$ cat src/rtl/pulse_train_gen.sv
// Purpose: programmable periodic pulse generator (continuous or N-pulse burst) with en pausing.
// Latency: first pulse registered after edge P_l following an accepted go; done one cycle after drain.
// Backpressure: none; en low freezes all counters and forces pulse low until en returns.
//
// Ports:
//   clk, rst_n          clock, asynchronous active-low reset
//   go, stop            start request (IDLE only), synchronous abort (wins over go)
//   en                  count enable
//   mode                0 = continuous, 1 = burst (latched on go)
//   period, width       P and W in cycles (latched and clamped on go)
//   burst_n             pulses per burst (latched and clamped on go)
//   pulse, busy, done   registered pulse, not-IDLE flag, one-cycle completion strobe
//   pulse_cnt           pulses emitted since the last accepted go (wraps)
module pulse_train_gen #(
    parameter int CNT_W   = 8,
    parameter int BURST_W = 8
) (
    input  logic               clk,
    input  logic               rst_n,
    input  logic               go,
    input  logic               stop,
    input  logic               en,
    input  logic               mode,
    input  logic [CNT_W-1:0]   period,
    input  logic [CNT_W-1:0]   width,
    input  logic [BURST_W-1:0] burst_n,
    output logic               pulse,
    output logic               busy,
    output logic               done,
    output logic [BURST_W-1:0] pulse_cnt
);

    typedef enum logic [1:0] {
        IDLE  = 2'd0,
        RUN   = 2'd1,
        DRAIN = 2'd2
    } state_t;

    state_t state, state_nx;

    logic [CNT_W-1:0]   cnt, cnt_nx;
    logic [CNT_W-1:0]   wrem, wrem_nx;
    logic [BURST_W-1:0] pcnt_nx;
    logic               pulse_nx, done_nx;
    logic               latch;

    // Latched, clamped configuration
    logic [CNT_W-1:0]   p_l, w_l;
    logic [BURST_W-1:0] n_l;
    logic               mode_l;

    // Clamped view of the live config inputs, captured only on an accepted go
    logic [CNT_W-1:0]   p_clamp, w_clamp;
    logic [BURST_W-1:0] n_clamp;

    always_comb begin
        p_clamp = (period == '0) ? CNT_W'(1) : period;
        if (width == '0)
            w_clamp = CNT_W'(1);
        else if (width > p_clamp)
            w_clamp = p_clamp;
        else
            w_clamp = width;
        n_clamp = (burst_n == '0) ? BURST_W'(1) : burst_n;
    end

    logic terminal;
    logic last_pulse;

    // Clamping keeps cnt in 0..p_l-1, so equality with p_l-1 is the wrap point
    assign terminal   = (state == RUN) && en && (cnt == p_l - CNT_W'(1));
    assign last_pulse = mode_l && (pulse_cnt == n_l - BURST_W'(1));

    always_comb begin
        state_nx = state;
        cnt_nx   = cnt;
        wrem_nx  = wrem;
        pcnt_nx  = pulse_cnt;
        pulse_nx = 1'b0;
        done_nx  = 1'b0;
        latch    = 1'b0;

        if (stop) begin
            state_nx = IDLE;
            wrem_nx  = '0;
        end else begin
            case (state)
                IDLE: begin
                    if (go) begin
                        latch    = 1'b1;
                        state_nx = RUN;
                        cnt_nx   = '0;
                        wrem_nx  = '0;
                        pcnt_nx  = '0;
                    end
                end
                RUN: begin
                    if (en) begin
                        if (terminal) begin
                            cnt_nx   = '0;
                            pulse_nx = 1'b1;
                            // Start cycle is this one; wrem counts the cycles still owed
                            wrem_nx  = w_l - CNT_W'(1);
                            pcnt_nx  = pulse_cnt + BURST_W'(1);
                            if (last_pulse)
                                state_nx = DRAIN;
                        end else begin
                            cnt_nx = cnt + CNT_W'(1);
                            if (wrem != '0) begin
                                wrem_nx  = wrem - CNT_W'(1);
                                pulse_nx = 1'b1;
                            end
                        end
                    end
                end
                DRAIN: begin
                    if (en) begin
                        if (wrem != '0) begin
                            wrem_nx  = wrem - CNT_W'(1);
                            pulse_nx = 1'b1;
                        end else begin
                            state_nx = IDLE;
                            done_nx  = 1'b1;
                        end
                    end
                end
                default: begin
                    state_nx = IDLE;
                end
            endcase
        end
    end

    always_ff @(posedge clk or negedge rst_n) begin
        if (!rst_n)
            state <= IDLE;
        else
            state <= state_nx;
    end

    always_ff @(posedge clk or negedge rst_n) begin
        if (!rst_n) begin
            cnt       <= '0;
            wrem      <= '0;
            pulse_cnt <= '0;
            pulse     <= 1'b0;
            done      <= 1'b0;
            p_l       <= '0;
            w_l       <= '0;
            n_l       <= '0;
            mode_l    <= 1'b0;
        end else begin
            cnt       <= cnt_nx;
            wrem      <= wrem_nx;
            pulse_cnt <= pcnt_nx;
            pulse     <= pulse_nx;
            done      <= done_nx;
            if (latch) begin
                p_l    <= p_clamp;
                w_l    <= w_clamp;
                n_l    <= n_clamp;
                mode_l <= mode;
            end
        end
    end

    assign busy = (state != IDLE);

endmodule

$ cat config.mk
export PLATFORM = sky130hd
export DESIGN_NAME = pulse_train_gen
export DESIGN_NICKNAME = d
export VERILOG_FILES = /design/src/rtl/pulse_train_gen.sv
export SDC_FILE = /design/constraint.sdc
export NUM_CORES = 1
export LEC_CHECK = 0
export BUFFER_PORTS_ARGS = -buffer_cell sky130_fd_sc_hd__buf_2
export CAP_MARGIN = 20
export CORE_MARGIN = 5
export CORE_UTILIZATION = 28
export CTS_CLUSTER_SIZE = 30
export DETAILED_ROUTE_END_ITERATION = 10
export GPL_ROUTABILITY_DRIVEN = 0
export PLACE_DENSITY = 0.53
export SLEW_MARGIN = 20
export SYNTH_ARGS = -nofsm -noshare
export SYNTH_HDL_FRONTEND = slang
export SYNTH_SLANG_ARGS = --single-unit
$ cat constraint.sdc
create_clock -name clk -period 6 [get_ports clk]
set_clock_uncertainty 0.15 [all_clocks]
set_input_delay 1.2 -clock clk [delete_from_list [all_inputs] [get_ports clk]]
set_output_delay 1.2 -clock clk [all_outputs]
set_load 0.02 [all_outputs]
== Yosys cells after proc, flatten, opt, wreduce, memory -nomap -nowiden ==
Index checks and enable logic that the tools add are counted.

* Bits in registers: 53
* Logic and storage cells: 84
* Bits in read-only memories: 0
* Memories kept: 0
* Bits in latches: 0
* Output and inout port bits: 11
* Bits in writable memories: 0
* Bits of input ports: 30

* Reductions and logical operators: 15
* Eq/ne operators: 13
* Order comparisons: 1
* Add/subtract/negate cells: 6
* Shift operators: 0
* Divide/modulo/power cells: 0
* Mux-type cells: 38
* Bitwise logic cells: 1
* Multipliers: 0

{| class="wikitable"
|+ Operators by type and width
! kind !! number
|-
| 8-bit two-way mux || 14
|-
| 8-bit one-hot mux with 2 select lines || 2
|-
| 8-bit by 1-bit subtractor with 8-bit output (second input constant) || 4
|-
| 8-bit logical NOT || 3
|-
| 8-bit one-hot mux with 3 select lines || 1
|-
| 3-bit != test (second input constant) || 6
|-
| 8-bit by 1-bit adder with 8-bit output (second input constant) || 2
|-
| 8-bit equality test || 2
|-
| 2-bit two-way mux || 7
|-
| 1-bit two-way mux || 12
|-
| 8-bit greater-than comparator || 1
|-
| 4-bit AND reduction || 2
|-
| 8-bit nonzero test || 1
|-
| 2-bit != test (second input constant) || 3
|-
| 2-bit one-hot mux with 3 select lines || 1
|-
| 6-bit AND reduction || 1
|-
| 5-bit AND reduction || 1
|-
| 2-bit nonzero test || 2
|-
| 4-bit nonzero test || 1
|-
| 1-bit logical AND || 3
|-
| 2-bit by 1-bit equality test with 1-bit output (second input constant) || 1
|-
| 2-bit equality test (second input constant) || 1
|-
| 2-bit logical NOT || 1
|-
| 1-bit one-hot mux with 2 select lines || 1
|-
| 1-bit NOT || 1
|}

== Depth between registers and ports, before layout ==
* Depth after elaboration: 8
* Depth in mapped cells: 11
* Mapped depth without buffers: 10

== Worst setup path before layout ==
OpenSTA, ideal clock, no wires.

* Path kind: input port to flip-flop
* Start point: in period[4]
* End point: reg w_l[0]
* Cell stages on the path: 11
* Path buffers: 1
* Arrival: 2.831 ns
* Setup slack: 2.861 ns
* Required time: 5.692 ns
* Cell sequence: nor4_1 a41o_1 ha_1 nor2b_1 o21a_1 o21ai_0 a21oi_1 o22a_1 clkbuf_1 nor3_1 a221oi_1

* Cells in the longest elaborated chain, start to end: 5

{| class="wikitable"
|+ Ends and longest elaborated chain
! item !! line !! text
|-
| start, declared || 24 || <nowiki>input logic [CNT_W-1:0] period,</nowiki>
|-
| 8-bit logical NOT * || 57 || <nowiki>p_clamp = (period == '0) ? CNT_W'(1) : period;</nowiki>
|-
| 8-bit two-way mux * || 57 ||
|-
| named net p_clamp[0] || 53 || <nowiki>logic [CNT_W-1:0] p_clamp, w_clamp;</nowiki>
|-
| 8-bit greater-than comparator || 60 || <nowiki>else if (width > p_clamp)</nowiki>
|-
| 8-bit two-way mux * || 60 ||
|-
| 8-bit two-way mux * || 58 || <nowiki>if (width == '0)</nowiki>
|-
| end signal, assigned || 160 || <nowiki>w_l <= w_clamp;</nowiki>
|-
| end, declared || 48 || <nowiki>logic [CNT_W-1:0] p_l, w_l;</nowiki>
|}

The timed path passes the listed nets; every way through them passes the cells marked *.
A chain may end at the register's enable or synchronous reset.

== Final worst setup path ==
* Start point: reg state[1]
* End point: reg pulse_cnt[6]

* Cells in the longest elaborated chain, start to end: 5
* Elaborated cells on any way between the ends: 10
* Those cells by class: 4 x eq/ne; 1 x mux; 5 x reduce/logical

{| class="wikitable"
|+ Ends and longest elaborated chain
! item !! line !! text
|-
| start, declared || 39 || <nowiki>state_t state, state_nx;</nowiki>
|-
| start signal, assigned || 138 || <nowiki>state <= state_nx;</nowiki>
|-
| 2-bit by 1-bit equality test with 1-bit output || 71, 87 ||
|-
| 1-bit logical AND (2 in series) || 71 || <nowiki>assign terminal = (state == RUN) && en && (cnt == p_l - CNT_W'(1));</nowiki>
|-
| 2-bit != test (no line) || -- ||
|-
| 5-bit AND reduction (no line) || -- ||
|-
| end signal, assigned || 155 || <nowiki>pulse_cnt <= pcnt_nx;</nowiki>
|-
| end, declared || 30 || <nowiki>output logic [BURST_W-1:0] pulse_cnt</nowiki>
|}

Parallel ways exist; a longest one is shown, timed or not.

==> flow_summary.yaml <==
outcome:
  status: "finished, final reports clean"
synth:
  synthCells: 400
  syn_avg_cell_area_um2: 8.97
  synth_seq_cells: 53
  yosysWarnings: 0
  yosysTopAreaCell: "dfrtp_1"
  ys.flop_type: "dfrtp_1"
  synthesis.nets: 449
  synth_edf_count: 0
  async_flop_share_pct: 100
  yosysUniqueCellTypes: 59
  synth_area_leaders: "dfrtp_1 (37%), ha_1 (6.6%), o21ai_0 (4.6%)"
  ys_seq_area_share_pct: 37.0
  syn_area_mm2: 0.00359
  synth_top_area_share_pct: 37.0
clock_tree:
  path_clk_slew_ps: 70
  postCtsSetupBuffers: 0
  cts_resized: 0
  cts_max_level: 2
  cts_max_path_buffers: 2
  clk_latency_ps: 290
  cts_tree: "built"
  clock_sinks: 53
  cts_made_buffers: 5
  cts_hold_buf: 0
  cts-root-buf: "clkbuf_16"
timing:
  rsz0062_at_grt: "no"
  period_minus_slack_ps: 3360
  max_freq_mhz: 297
  hold_violations: 0
  fin_tns_setup_ps: 0
  finalCritPeriodShare_pct: 56.0
  setup_viol: 0
  worstMarginPinSlew_ps: 759
  max_slew_margin_pct: 48.9
  slew_viol_final: 0
pwr:
  p_per_area_mw_per_mm2: 391
  worst_ir_drop_vdd_mv: 0.170
  power_leakage_nw: 1.82
detailed_routing:
  drc: 0
  dr.pass1.iters: 4
  drt_wl_total_um: 8870
  drt_iter0_markers: 171
  vias: 3094
  wl_per_cell_um: 14.6
  antenna_left: 0
  via_per_inst: 5.09
run:
  maxCapViolCount: 0
setup_path:
  critPathLaunchType: "flop"
  crit_slowest_cell: "ha_1"
  endpoint_kind: "flop"
  crit_chain: "inv_1 > ha_1 > nand4_1 > nor3b_2 > o2111ai_4 > and2_4 > or4_1 > a21oi_1"
  startpoint: "state[1]"
  cp.required_ps: 6060
  r2r_start: "state[1]"
  slowest_delay_ps: 660
  worst-setup-path-type: "reg2reg"
  cp.arrival_ps: 3420
  cp_max_fo: 21
global_routing:
  antenna_found_initial: 0
  grt_overflow: 0
  grt_pass1_wl_um: 15500
  grt_pass1_vias: 3171
  grtUsageTotal_pct: 12.4
  grt_max_degree: 54
finish:
  mostFrequentLayoutCells: "dfrtp_1 (53), nand2_1 (41), buf_2 (40)"
  layout_commonest_cell: "dfrtp_1"
  fin_nets: 484
  num_antenna_cells: 0
  area_delta_synth_final_pct: 15.3
  drive_gt1_share_pct: 15.8
  fillers: 1336
  fin_area_mm2: 0.00414
worst_hold_path:
  hold_path_class: "reg2reg"
  worstHoldStart: "p_l[7]"
floorplan:
  core_region_area_mm2: 0.0126
  initial_core_util_pct: 28.6
  num_rows: 41
  io_pins: 41
  dieHeight_um: 123
  dieArea_mm2: 0.0152
  die_x_um: 123
placement:
  port_buffers: 40
  place_area_mm2: 0.00397
  hpwl_um: 6650
## kinds of logic (layout without fill, tap and decap cells)
family	after synthesis	count (layout)	share of synthesized area, %
buffers and inverters	38	74	3.97
multiplexers	17	17	5.09
XOR/XNOR	28	28	6.83
AND/OR/NAND/NOR	148	148	21.9
adder cells (fa/ha/maj)	19	19	6.62
AO/OA/AOI/OAI	97	97	18.6
flip-flops	53	53	37.0
## Yosys cell counts, types with 3 or more instances
cell       count
nor2_1        21
xnor2_1       18
nand4_1        7
o21ai_0       33
a22o_1         5
o2111ai_1      3
a22oi_1        4
inv_1         24
or3_1          3
nand3_1       13
a21oi_1       17
xor2_1        10
ha_1          19
nand2_1       41
clkbuf_1      12
a31oi_1        4
nor4_1         8
mux2i_1        7
nor2b_1        9
mux2_2        10
dfrtp_1       53
nor3_1        10
and3_1        10
or4_1          4
o31ai_1        7
nand2b_1       7
## power by group
group	switching, W	leakage, nW	internal [W]
logic	0.000403	1.04	0.000295
registers	0.000123	0.689	0.000459
clock network	0.000130	0.0841	0.000209
total	0.000656	1.82	0.000962
## registers in the layout (all words and copies together) (netlist names)
| register | flops |
|---|---|
| state | 2 |
| n_l | 8 |
| w_l | 8 |
| p_l | 8 |
| wrem | 8 |
| done | 1 |
| mode_l | 1 |
| pulse | 1 |
| cnt | 8 |
| pulse_cnt | 8 |
## worst paths after layout
check / end / slack (ps) / cells past startpoint
max in group asynchronous: wrem[7] / 4340 / 2
max reg2reg: pulse_cnt[6] / 2640 / 8
max: pulse_cnt[6] / 2640 / 8
min: p_l[7] / 370 / 2
min in group asynchronous: n_l[7] / 890 / 2
min reg2reg: p_l[7] / 370 / 2
## metrics by stage
step / utilization, % / total power [W] / cells / setup slack, ps / hold WS [ps]
3_3_place_gp: 31.6 / 0.00126 / 600 / 2520 / 351
6_report: 32.9 / 0.00162 / 608 / 2640 / 373
3_5_place_dp: 31.6 / 0.00129 / 600 / 2450 / 362
5_1_grt: 32.9 / 0.00175 / 608 / 2410 / 401
4_1_cts: 32.9 / 0.00163 / 608 / 2670 / 380
2_1_floorplan: - / 0.00110 / 400 / 2860 / 316
## per-layer routing
metal	up-vias	GRT usage, %	wire (µm)
met2	49	19.6	4020
met4	0	2.84	70
met5	-	0	0
met1	1507	18.0	4490
li1	1532	-	-
met3	6	1.92	282
## area by class of cell
cell class                 instances  area, µm²  area share (%)
clock buffer                       7        143            3.45
clock inverter                     1       30.0           0.726
inverter                          24       90.1            2.18
multi-input combinational        309       2120            51.2
sequential                        53       1330            32.0
tap                              172        215            5.20
timing repair buffer              42        215            5.20
## critical path: cells and delay by family (launching register included)
| kind | cells | cell delay (ps) |
|---|---|---|
| and+or+nand+nor | 4 | 1470 |
| buffers and inverters | 1 | 110 |
| DFF | 1 | 410 |
| adders and majority gates | 1 | 660 |
| AOI/OAI and AO/OA | 2 | 480 |
Note: power is estimated with default switching activity, not from simulation.
